### src/rtl/datapath_ctrl_pkg.sv
// Shared encodings for the datapath control sequencer: opcode values and FSM state codes.
package datapath_ctrl_pkg;

  localparam logic [2:0] OPC_LOAD = 3'b000;
  localparam logic [2:0] OPC_MOVE = 3'b001;
  localparam logic [2:0] OPC_ADD  = 3'b010;
  localparam logic [2:0] OPC_XOR  = 3'b011;

  typedef logic [2:0] state_t;

  localparam state_t ST_RESET  = 3'd0;
  localparam state_t ST_WAIT   = 3'd1;
  localparam state_t ST_DECODE = 3'd2;
  localparam state_t ST_EXEC   = 3'd3;
  localparam state_t ST_TRAP   = 3'd4;

endpackage

### src/rtl/datapath_ctrl_seq_step.sv
// Execute step counter for the sequencer: load-0, hold or increment, with a last-step flag.
module ctrl_step_counter #(
  parameter int STEP_W = 2
) (
  input  logic              clk,
  input  logic              reset,
  input  logic              clr,
  input  logic              inc,
  input  logic [STEP_W-1:0] last_idx,
  output logic [STEP_W-1:0] step,
  output logic              last
);

  logic [STEP_W-1:0] step_q;
  logic [STEP_W-1:0] step_d;

  always_comb begin
    step_d = step_q;
    if (clr) begin
      step_d = '0;
    end else if (inc) begin
      step_d = step_q + STEP_W'(1);
    end else begin
      step_d = step_q;
    end
  end

  always_ff @(posedge clk) begin
    if (reset) begin
      step_q <= '0;
    end else begin
      step_q <= step_d;
    end
  end

  assign step = step_q;
  assign last = (step_q == last_idx);

endmodule

### src/rtl/datapath_ctrl_seq.sv
// Datapath control sequencer: accepts one instruction per handshake, decodes its opcode and
// steps through a per-opcode number of execute cycles, trapping on illegal opcodes.
module datapath_ctrl_seq
  import datapath_ctrl_pkg::*;
#(
  parameter int INSTR_W    = 25,
  parameter int OPC_LSB    = 22,
  parameter int OPC_W      = 3,
  parameter int STEP_W     = 2,
  parameter int ADD_STEPS  = 3,
  parameter int XOR_STEPS  = 3,
  parameter int LOAD_STEPS = 1,
  parameter int MOVE_STEPS = 1
) (
  input  logic               clk,
  input  logic               reset,
  input  logic               instr_valid,
  input  logic [INSTR_W-1:0] instr,
  output logic               instr_ready,
  input  logic               exec_stall,
  output logic               exec_en,
  output logic [OPC_W-1:0]   exec_op,
  output logic [STEP_W-1:0]  exec_step,
  output logic               done,
  output logic               illegal,
  output logic               busy
);

  if (ADD_STEPS < 1 || ADD_STEPS > 2**STEP_W || XOR_STEPS < 1 || XOR_STEPS > 2**STEP_W ||
      LOAD_STEPS < 1 || LOAD_STEPS > 2**STEP_W || MOVE_STEPS < 1 || MOVE_STEPS > 2**STEP_W)
  begin : g_bad_steps
    $error("datapath_ctrl_seq: every *_STEPS must lie in 1 .. 2**STEP_W");
  end

  state_t             state_q, state_d;
  logic [INSTR_W-1:0] instr_q, instr_d;
  logic [OPC_W-1:0]   op_q, op_d;
  logic [OPC_W-1:0]   opcode_s;
  logic               opc_legal_s;
  logic [STEP_W-1:0]  last_idx_s;
  logic [STEP_W-1:0]  step_s;
  logic               step_last_s;
  logic               step_clr_s;
  logic               step_inc_s;
  logic               instr_unused_s;

  assign opcode_s       = instr_q[OPC_LSB+OPC_W-1:OPC_LSB];
  assign instr_unused_s = ^instr_q;
  assign opc_legal_s    = (opcode_s == OPC_W'(OPC_LOAD)) || (opcode_s == OPC_W'(OPC_MOVE)) ||
                          (opcode_s == OPC_W'(OPC_ADD))  || (opcode_s == OPC_W'(OPC_XOR));

  always_ff @(posedge clk) begin
    if (reset) begin
      state_q <= ST_RESET;
      instr_q <= '0;
      op_q    <= '0;
    end else begin
      state_q <= state_d;
      instr_q <= instr_d;
      op_q    <= op_d;
    end
  end

  always_comb begin
    state_d = state_q;
    instr_d = instr_q;
    op_d    = op_q;
    case (state_q)
      ST_RESET:  state_d = ST_WAIT;
      ST_WAIT: begin
        if (instr_valid) begin
          instr_d = instr;
          state_d = ST_DECODE;
        end else begin
          state_d = ST_WAIT;
        end
      end
      ST_DECODE: begin
        if (opc_legal_s) begin
          op_d    = opcode_s;
          state_d = ST_EXEC;
        end else begin
          state_d = ST_TRAP;
        end
      end
      ST_EXEC: begin
        if (exec_stall) begin
          state_d = ST_EXEC;
        end else if (step_last_s) begin
          state_d = ST_WAIT;
        end else begin
          state_d = ST_EXEC;
        end
      end
      ST_TRAP:   state_d = ST_WAIT;
      default:   state_d = ST_RESET;
    endcase
  end

  // op_q only ever holds a legal opcode, so the default arm is unreachable in practice
  always_comb begin
    last_idx_s = '0;
    case (op_q)
      OPC_W'(OPC_LOAD): last_idx_s = STEP_W'(LOAD_STEPS - 1);
      OPC_W'(OPC_MOVE): last_idx_s = STEP_W'(MOVE_STEPS - 1);
      OPC_W'(OPC_ADD):  last_idx_s = STEP_W'(ADD_STEPS - 1);
      OPC_W'(OPC_XOR):  last_idx_s = STEP_W'(XOR_STEPS - 1);
      default:          last_idx_s = '0;
    endcase
  end

  assign step_clr_s = (state_q == ST_DECODE);
  assign step_inc_s = (state_q == ST_EXEC) && !exec_stall && !step_last_s;

  ctrl_step_counter #(
    .STEP_W (STEP_W)
  ) u_step (
    .clk      (clk),
    .reset    (reset),
    .clr      (step_clr_s),
    .inc      (step_inc_s),
    .last_idx (last_idx_s),
    .step     (step_s),
    .last     (step_last_s)
  );

  always_comb begin
    instr_ready = 1'b0;
    exec_en     = 1'b0;
    exec_op     = '0;
    exec_step   = '0;
    done        = 1'b0;
    illegal     = 1'b0;
    busy        = 1'b1;
    case (state_q)
      ST_RESET:  busy = 1'b1;
      ST_WAIT: begin
        instr_ready = 1'b1;
        busy        = 1'b0;
      end
      ST_DECODE: busy = 1'b1;
      ST_EXEC: begin
        exec_en   = 1'b1;
        exec_op   = op_q;
        exec_step = step_s;
        done      = step_last_s && !exec_stall;
      end
      ST_TRAP:   illegal = 1'b1;
      default:   busy = 1'b1;
    endcase
  end

endmodule

### config.mk
export PLATFORM = sky130hd
export DESIGN_NAME = datapath_ctrl_seq
export DESIGN_NICKNAME = d
export VERILOG_FILES = /design/src/rtl/datapath_ctrl_pkg.sv /design/src/rtl/datapath_ctrl_seq_step.sv /design/src/rtl/datapath_ctrl_seq.sv
export SDC_FILE = /design/constraint.sdc
export NUM_CORES = 1
export LEC_CHECK = 0
export CAP_MARGIN = 10
export CORE_MARGIN = 2
export CORE_UTILIZATION = 37
export CTS_CLUSTER_DIAMETER = 60
export DETAILED_ROUTE_END_ITERATION = 10
export PLACE_DENSITY = 0.83
export SETUP_SLACK_MARGIN = 0.4
export SYNTH_ARGS = -nofsm -noshare
export SYNTH_HDL_FRONTEND = slang
export SYNTH_SLANG_ARGS = --single-unit
### constraint.sdc
create_clock -name clk -period 3.5 [get_ports clk]
set_input_delay 0.525 -clock clk [delete_from_list [all_inputs] [get_ports clk]]
set_output_delay 0.525 -clock clk [all_outputs]
set_load 0.03 [all_outputs]
==> results of run 1 <==
[kinds of logic (layout without fill, tap and decap cells)]
kind of cell              count (synthesis)  in the layout
and+or+nand+nor                          32             32
DFF                                      11             11
muxes                                     7              7
buffers and inverters                     7             23
AOI/OAI and AO/OA                         3              3
xor gates and xnor gates                  1              1
[flip-flops by register name, summed over array words and instances (netlist names)]
name,cells
instr_q,3
op_q,3
state_q,3
u_step.step,2
[cell type report]
cell class | instances | area (sq um)
inverter | 3 | 11.3
tap | 16 | 20.0
sequential | 11 | 220
clock buffer | 4 | 26.3
timing repair buffer | 16 | 160
multi-input combinational | 43 | 327
fill | 143 | 724
[synth_stat cells (all sizes together)]
master and count:
dfxtp 11, nor2 7, and2 6, mux2i 6, inv 3, nand3b 3
and4bb 2, buf 2, clkbuf 2, nand2 2, nor2b 2, nor3 2
nor3b 2, or3b 2, a31oi 1, and3b 1, and4 1, mux2 1
nand3 1, nor4b 1, o21ai 1, o311ai 1, xnor2 1
[worst reg2reg max path, delay by kind of cell (launching register included)]
| kind | cells | cell delay (ps) |
|---|---|---|
| DFF | 1 | 510 |
| and+or+nand+nor | 2 | 460 |
| muxes | 1 | 230 |
[layout by cell type (no fill, tap or decap)]
cell             Yosys  routed
and4_1               1       1
clkdlybuf4s50_1      0      16
nand3_1              1       1
xnor2_1              1       1
mux2_2               1       1
o21ai_0              1       1
and3b_1              1       1
nor3b_1              2       2
and4bb_1             1       1
clkbuf_4             0       3
and2_2               5       5
inv_1                3       3
o311ai_1             1       1
nor2b_1              2       2
nand2_1              2       2
mux2i_1              6       6
nor2_1               7       7
and4bb_2             1       1
nor3_1               2       2
or3b_2               2       2
dfxtp_1             11      11
and2_1               1       1
a31oi_1              1       1
clkbuf_1             0       1
nand3b_1             3       3
nor4b_4              1       1
[through the flow]
step / instances / utilization / setup slack, ps / hold WS [ps]
floorplan: 61 / - / 1690 / 451
global placement: 89 / 0.496 / 915 / 466
detailed placement: 89 / 0.496 / 906 / 482
CTS: 93 / 0.513 / 900 / 495
global route: 93 / 0.513 / 827 / 514
finish: 93 / 0.513 / 903 / 491
[per-layer routing]
layer  part of all wire  vias up  GRT usage
met2               0.44       15      0.176
met1               0.48      214      0.175
li1                   -      240          -
met3              0.052        3     0.0375
met5                  0        -          0
met4              0.026        0     0.0909
[how the worst min path moves through the flow]
| stage | to | from | slack (ps) | cells after the start |
|---|---|---|---|---|
| finish | op_q[0]$_SDFFE_PP0P_ | op_q[0]$_SDFFE_PP0P_ | 490 | 2 |
| global route | op_q[2]$_SDFFE_PP0P_ | op_q[2]$_SDFFE_PP0P_ | 510 | 1 |
| CTS | op_q[2]$_SDFFE_PP0P_ | op_q[2]$_SDFFE_PP0P_ | 490 | 1 |
| detailed placement | op_q[0]$_SDFFE_PP0P_ | op_q[0]$_SDFFE_PP0P_ | 480 | 2 |
| global placement | op_q[0]$_SDFFE_PP0P_ | op_q[0]$_SDFFE_PP0P_ | 470 | 2 |
| floorplan | op_q[0]$_SDFFE_PP0P_ | op_q[0]$_SDFFE_PP0P_ | 450 | 2 |
[power groups by stage]
stage | sequential, mW | combinational (mW) | clock [mW]
2_1_floorplan | 0.134 | 0.0248 | 0
3_3_place_gp | 0.136 | 0.0344 | 0
3_5_place_dp | 0.137 | 0.0350 | 0
4_1_cts | 0.134 | 0.0351 | 0.0901
5_1_grt | 0.134 | 0.0378 | 0.0957
6_report | 0.134 | 0.0347 | 0.0875
==> impl_metrics.json, run 1 <==
{
  "crit_top_cell": "clkdlybuf4s50_1",
  "port_buffers": 16,
  "crit-reg2reg-launch": "state_q[0]$_SDFF_PP0_",
  "core-area_sq_um": 1490,
  "cts_resized": 0,
  "drc_errors": 0,
  "stdcell_area_sq_um": 764,
  "ys_seq_area_frac": 0.378,
  "n_antenna_cell": 0,
  "critical_path_class": "in2out",
  "fin_skew_ps": 2.25,
  "p_switching_uw": 64.1,
  "p_int_uw": 192,
  "synth-xor-area-share": 0.0150,
  "slew_headroom": 0.726,
  "cp_slowest_cell": "clkdlybuf4s50_1",
  "cp_cell_sequence": "clkdlybuf4s50_1 > and4bb_2 > and2_1 > clkdlybuf4s50_1",
  "drt_iter0_markers": 3,
  "synth-compound-area-share": 0.0343,
  "synth.area.mux_share": 0.122,
  "reg2reg_slack_ps": 2200,
  "crit_cells": 4,
  "cp_max_fo": 3,
  "grtUsageTotal": 0.130,
  "placed_cell_area_sq_um": 738,
  "drtPass1Iterations": 4,
  "cp-end-kind": "primary output",
  "drive_above_1_share": 0.169,
  "grt_pass1_wl_microns": 1770,
  "status": "completed",
  "area_delta_synth_final_pct": 31.1,
  "leakage_nw": 0.290,
  "synth_adder_area_share": 0,
  "ios": 39,
  "num_rows": 14,
  "synth_area_sq_um": 583,
  "cts_root_buf": "clkbuf_4",
  "rsz0062_at_grt": "no",
  "gp_congestion": 0.683,
  "fin_crit_sh": 0.742,
  "syn_area_per_cell_sq_um": 9.56,
  "vias": 472,
  "via_per_inst": 5.08,
  "netSwitchingFraction": 0.251,
  "ir_worst_vdd_uv": 184,
  "crit_start": "exec_stall",
  "setup_viol": 0,
  "r2r_cells": 3,
  "cts_buffer_depth": 2,
  "antenna_found_initial": 0,
  "clkTransAtPathRegs_ps": 70,
  "cts_tree": "built",
  "yosys.area_share.simple": 0.388,
  "pwr-share-comb": 0.136,
  "die_w_microns": 43.7,
  "synth_area_leaders": "dfxtp_1 (38%), mux2i_1 (10%), and2_2 (6.4%)",
  "start_kind": "primary input",
  "initial_core_util": 0.392,
  "fin_nets": 107,
  "drt-total-wl_microns": 1050,
  "grt_pass1_vias": 409,
  "worstMarginPinSlew_ps": 409,
  "ys_warn_count": 0,
  "p_total_uw": 256,
  "rr_endpoint": "instr_q[23]$_SDFFE_PP0P_",
  "yosysTopAreaCell": "dfxtp_1",
  "die_y_microns": 43.7,
  "drv_cap": 0,
  "synthCells": 61,
  "postCtsHoldBufs": 0,
  "ys_ff_latch": 11,
  "cts_setup_buffers": 0,
  "clk_latency_ps": 270,
  "cts.htree.levels": 1,
  "period_minus_slack_ps": 2600,
  "required_ps": 2970,
  "final.setup.tns_ps": 0,
  "syn_nets": 90,
  "crit_buf_inv": 2,
  "grt_max_degree": 11,
  "yosysUniqueCellTypes": 26,
  "arrival_ps": 2070,
  "power_frac_clock": 0.342,
  "wl_per_cell_microns": 11.3,
  "endpoint": "done",
  "grt-ovfl-total": 0,
  "die-area_sq_um": 1910,
  "critical-path-max-stage-delay_ps": 660,
  "path_delay_family": "buffers and inverters",
  "pwr_density_cell_nw_per_um2": 335,
  "cts_buffers": 3,
  "fmax_mhz": 385,
  "cts.sinks": 11,
  "hp-class": "reg2reg",
  "finalHoldViolations": 0,
  "synth_top_area_frac": 0.378,
  "seqPwrFrac": 0.522,
  "slew_violations": 0,
  "synth_top_family_by_area": "simple AND/OR/NAND/NOR gates",
  "antenna_left": 0
}
No activity file was read; power rests on OpenSTA's default activity.
==> run 2, diff against run 1 <==
--- a/config.mk
+++ b/config.mk
@@ -7,10 +7,10 @@
 export LEC_CHECK = 0
 export CAP_MARGIN = 10
 export CORE_MARGIN = 2
-export CORE_UTILIZATION = 37
+export CORE_UTILIZATION = 31
 export CTS_CLUSTER_DIAMETER = 60
 export DETAILED_ROUTE_END_ITERATION = 10
-export PLACE_DENSITY = 0.83
+export PLACE_DENSITY = 0.74
 export SETUP_SLACK_MARGIN = 0.4
 export SYNTH_ARGS = -nofsm -noshare
 export SYNTH_HDL_FRONTEND = slang
==> constraint.sdc (replaced) <==
create_clock -name clk -period 2.09 [get_ports clk]
set_input_delay 0.3135 -clock clk [delete_from_list [all_inputs] [get_ports clk]]
set_output_delay 0.3135 -clock clk [all_outputs]
set_load 0.03 [all_outputs]
==> run 2 against run 1 <==
  * Via count increased by 5.7%
  * Sequential cell count unchanged
  * Register-to-register slack got worse by 1400 ps
  * Power increased by 68%
  * Final cell count increased by 16%
  * Core utilization decreased by 5.4 points
  * Global-route usage decreased by 0.14 points
  * Combinational power increased by 92%
  * Clock power increased by 66%
  * Non-clock buffer count increased by 6
  * Routed wire length increased by 19%
  * Critical path type is now reg2out
  * Critical endpoint unchanged
  * Largest cell class unchanged
  * Highest routed layer unchanged
==> impl_metrics.json, run 2 (synthesis results as in run 1) <==
{
  "cp_max_fo": 2,
  "most-common-layout-cells": "dfxtp_1 (8), nor2_1 (7), mux2i_1 (6), clkdlybuf4s50_1 (6), buf_4 (6)",
  "leakage_nw": 0.343,
  "required_ps": 1780,
  "drtPass1Iterations": 3,
  "gp_congestion": 0.663,
  "ir_worst_vdd_uv": 396,
  "cts_tree": "built",
  "core-area_sq_um": 1750,
  "fmax_mhz": 612,
  "grtUsageTotal": 0.129,
  "drv_cap": 0,
  "final-instance-count-excl-fill": 108,
  "cts_buffer_depth": 2,
  "drt-met1-wl_microns": 572,
  "drc_errors": 0,
  "dp_cells": 100,
  "final.setup.tns_ps": 0,
  "vias": 499,
  "n_antenna_cell": 0,
  "wl_per_cell_microns": 11.6,
  "ios": 39,
  "die_w_microns": 47.4,
  "antenna_found_initial": 0,
  "status": "completed",
  "start_kind": "flop",
  "drive_above_1_share": 0.410,
  "cts_root_buf": "clkbuf_4",
  "period_minus_slack_ps": 1630,
  "hp-class": "reg2reg",
  "drt_iter0_markers": 2,
  "slew_violations": 0,
  "rsz0062_at_grt": "no",
  "cts.htree.levels": 1,
  "fin_crit_sh": 0.782,
  "grt_pass1_wl_microns": 1990,
  "grt_pass1_vias": 470,
  "cp-end-kind": "primary output",
  "area_delta_synth_final_pct": 37.6,
  "fin_skew_ps": 4.60,
  "grt-ovfl-total": 0,
  "critical_path_class": "reg2out",
  "highest_layer": "met4",
  "cts.sinks": 11,
  "fin_nets": 113,
  "antenna_left": 0,
  "clk_latency_ps": 270,
  "reg.largest.list": "instr_q: 3 flops, op_q: 3 flops, state_q: 3 flops",
  "via_per_inst": 4.62,
  "wl_met2_microns": 593,
  "worstMarginPinSlew_ps": 380,
  "pwr_density_cell_nw_per_um2": 537,
  "drt-total-wl_microns": 1250,
  "arrival_ps": 1320,
  "die_y_microns": 47.4,
  "num_rows": 15,
  "final_common_cell": "dfxtp_1",
  "slew_headroom": 0.746,
  "initial_core_util": 0.334,
  "cts_buffers": 3,
  "finalHoldViolations": 0,
  "wl_met3_microns": 62,
  "clkTransAtPathRegs_ps": 70,
  "setup_viol": 0,
  "die-area_sq_um": 2240,
  "grt_max_degree": 10,
  "port_buffers": 16
}
-- run 2: worst max-delay path, stage by stage, from the launching register on --
cell	delay [ps]
dfxtp_2	330
nor2b_4	140
mux2_4	310
and2_1	150
buf_6	130
-- run 2: routing by layer --
| layer | vias up | GRT usage |
|---|---|---|
| li1 | 255 | - |
| met1 | 226 | 0.164 |
| met2 | 14 | 0.197 |
| met3 | 4 | 0.0231 |
| met4 | 0 | 0.0833 |
| met5 | - | 0 |
-- run 2: area by class of cell --
cell class / count / area (sq um)
Tap cell: 25 / 31.3
Sequential cell: 11 / 226
Clock buffer: 4 / 26.3
Multi-Input combinational cell: 43 / 339
Timing Repair Buffer: 22 / 168
Fill cell: 186 / 943
Inverter: 3 / 11.3
-- run 2: timing repair --
item | 4_1_cts | 5_1_grt
hold endpoints to repair | 0 | 0
buffers inserted | 0 | 4
hold buffers | 0 | 0
pin swaps | 0 | 1
gates resized for setup | 27 | 21
setup endpoints to repair | 10 | 9
-- run 2: final timing paths --
path,from,slack [ps],depth (start not counted),to
worst min-delay path,op_q[0]$_SDFFE_PP0P_,500,2,op_q[0]$_SDFFE_PP0P_
worst max-delay path,op_q[1]$_SDFFE_PP0P_,460,4,done
worst min register to register,op_q[0]$_SDFFE_PP0P_,500,2,op_q[0]$_SDFFE_PP0P_
worst max register to register,state_q[2]$_SDFF_PP0_,780,4,op_q[1]$_SDFFE_PP0P_
-- run 2: power by group --
group	switching [mW]	total, mW	internal, mW
clock network	0.0708	0.145	0.0739
registers	0.00490	0.219	0.214
logic	0.0326	0.0665	0.0339
-- run 2: through the flow --
| stage | util | hold WS [ps] | instance area (sq um) | setup WS [ps] | power (mW) |
|---|---|---|---|---|---|
| after global placement | 0.437 | 467 | 762 | 192 | 0.290 |
| after detailed placement | 0.437 | 483 | 762 | 177 | 0.291 |
| after floorplan | - | 450 | 583 | 489 | 0.265 |
| after CTS | 0.452 | 501 | 790 | 251 | 0.437 |
| after global routing | 0.459 | 529 | 802 | 402 | 0.452 |
| final | 0.459 | 498 | 802 | 455 | 0.430 |
==> run 3, diff against run 2 <==
--- a/config.mk
+++ b/config.mk
@@ -7,10 +7,10 @@
 export LEC_CHECK = 0
 export CAP_MARGIN = 10
 export CORE_MARGIN = 2
-export CORE_UTILIZATION = 31
+export CORE_UTILIZATION = 34
 export CTS_CLUSTER_DIAMETER = 60
 export DETAILED_ROUTE_END_ITERATION = 10
-export PLACE_DENSITY = 0.74
+export PLACE_DENSITY = 0.77
 export SETUP_SLACK_MARGIN = 0.4
 export SYNTH_ARGS = -nofsm -noshare
 export SYNTH_HDL_FRONTEND = slang
==> constraint.sdc (replaced) <==
create_clock -name clk -period 1.7 [get_ports clk]
set_input_delay 0.255 -clock clk [delete_from_list [all_inputs] [get_ports clk]]
set_output_delay 0.255 -clock clk [all_outputs]
set_load 0.03 [all_outputs]
==> run 3 against run 2 <==
  * Clock skew decreased by 2.0 ps
  * Power up 29%
  * Non-clock buffer count is 9 higher
  * Largest cell class unchanged
  * Core utilization up 15 points
  * Hold slack improved by 0.57 ps
  * Critical path depth did not move
  * Via count is 7.4% higher
  * Clock power increased by 24%
  * Sequential power increased by 23%
  * Clock-buffer cell count is the same
  * Highest routed layer unchanged
==> impl_metrics.json, run 3 (synthesis results as in run 1) <==
{
  "final.setup.tns_ps": 0,
  "post-dp-hpwl_microns": 824,
  "multi_input_comb_area_sq_um": 362,
  "drt_iter0_markers": 1,
  "setup_viol": 0,
  "grt-ovfl-total": 0,
  "fin_nets": 122,
  "cts.htree.levels": 1,
  "fin_skew_ps": 2.58,
  "wl_per_cell_microns": 11.8,
  "clkTransAtPathRegs_ps": 70,
  "cts_tree": "built",
  "final-instance-count-excl-fill": 108,
  "drtPass1Iterations": 3,
  "cts_buffer_depth": 2,
  "power_frac_clock": 0.324,
  "grtUsageTotal": 0.148,
  "fin_ws_ps": 138,
  "cts_root_buf": "clkbuf_4",
  "fmax_mhz": 640,
  "finalHoldViolations": 0,
  "core-area_sq_um": 1560,
  "antenna_found_initial": 0,
  "leakage_nw": 0.413,
  "slew_headroom": 0.835,
  "period_minus_slack_ps": 1560,
  "pwr_density_cell_nw_per_um2": 585,
  "ir_worst_vdd_uv": 461,
  "grt_max_degree": 9,
  "netSwitchingFraction": 0.252,
  "slew_violations": 0,
  "drt-total-wl_microns": 1270,
  "die_y_microns": 45.4,
  "cp-end-kind": "primary output",
  "rsz0062_at_grt": "yes",
  "min_path_cells": 2,
  "drive_above_1_share": 0.533,
  "worstMarginPinSlew_ps": 243,
  "placed_cell_area_sq_um": 756,
  "r2r_cells": 7,
  "initial_core_util": 0.374,
  "drc_errors": 0,
  "area_delta_synth_final_pct": 62.7,
  "cp_max_fo": 3,
  "vias": 536,
  "pre_cts_slack_ps": 112,
  "stdcell_area_sq_um": 948,
  "p_int_uw": 415,
  "p_switching_uw": 140,
  "grt_pass1_wl_microns": 2150,
  "final_common_cell": "buf_6",
  "antenna_left": 0,
  "gp_congestion": 0.666,
  "final_core_util": 0.608,
  "ios": 39,
  "port_buffers": 16,
  "n_antenna_cell": 0,
  "postCtsHoldBufs": 0,
  "num_rows": 14,
  "fillers": 142,
  "drv_cap": 0,
  "die_w_microns": 45.4,
  "required_ps": 1440,
  "dp_cells": 93,
  "seqPwrFrac": 0.488,
  "status": "completed",
  "via_per_inst": 4.96,
  "cts.sinks": 11,
  "critical_path_class": "reg2out",
  "start_kind": "flop",
  "pwr-share-comb": 0.188,
  "most-common-layout-cells": "buf_6 (14), buf_4 (11), nor2_1 (7)",
  "die-area_sq_um": 2060,
  "hp-class": "reg2reg",
  "grt_pass1_vias": 508,
  "ff_latch_area_sq_um": 229,
  "cts_buffers": 3,
  "arrival_ps": 1310,
  "clk_latency_ps": 260,
  "reg.largest.list": "instr_q: 3 flops, op_q: 3 flops, state_q: 3 flops",
  "fin_crit_sh": 0.919
}
run 3: cell types whose count changed in the layout (fill, tap and decap cells not counted), sizes merged:
cell,before,now
buf,11,25
clkbuf,9,4
run 3: per-layer routing:
| metal | track usage | vias to the layer above | part of all wire |
|---|---|---|---|
| met4 | 0.0706 | 0 | 0.0078 |
| li1 | - | 270 | - |
| met2 | 0.231 | 12 | 0.49 |
| met3 | 0.0357 | 2 | 0.042 |
| met1 | 0.191 | 252 | 0.46 |
| met5 | 0 | - | 0 |
run 3: final cells by class:
cell class                      count  share of cell area
Multi-Input combinational cell     43               0.381
Sequential cell                    11               0.241
Tap cell                           16              0.0211
Clock buffer                        4              0.0277
Timing Repair Buffer               31               0.317
Inverter                            3              0.0119
run 3: timing repair:
action / CTS / global route
pin swaps: 7 / 7
setup endpoints to repair: 12 / 18
buffers inserted: 6 / 5
gates cloned: 0 / 0
endpoints found under the hold margin: 0 / 0
resized for setup: 35 / 12
run 3: final timing paths:
check                                         startpoint              endpoint  slack, ps
worst max register to register     state_q[2]$_SDFF_PP0_  op_q[0]$_SDFFE_PP0P_        290
worst min-delay path            instr_q[23]$_SDFFE_PP0P_  op_q[1]$_SDFFE_PP0P_        500
worst min register to register  instr_q[23]$_SDFFE_PP0P_  op_q[1]$_SDFFE_PP0P_        500
worst max-delay path                op_q[2]$_SDFFE_PP0P_                  done        140
run 3: worst max-delay path, cell delays in order (launching register included):
cell     delay (ps)
dfxtp_1         350
nor2b_4         120
mux2_4          300
and2_4          140
buf_6           130
run 3: power by group through the flow:
stage               sequential, mW  combinational, mW  clock (mW)
floorplan                    0.275             0.0534           0
global placement             0.276             0.0833           0
detailed placement           0.276             0.0848           0
CTS                          0.272             0.0962       0.184
global route                 0.271              0.112       0.196
finish                       0.270              0.104       0.180
run 3: stage by stage:
| stage | hold WS [ps] | total power, mW |
|---|---|---|
| floorplan | 392 | 0.329 |
| global placement | 465 | 0.359 |
| detailed placement | 482 | 0.361 |
| CTS | 503 | 0.552 |
| global route | 530 | 0.579 |
| finish | 499 | 0.555 |
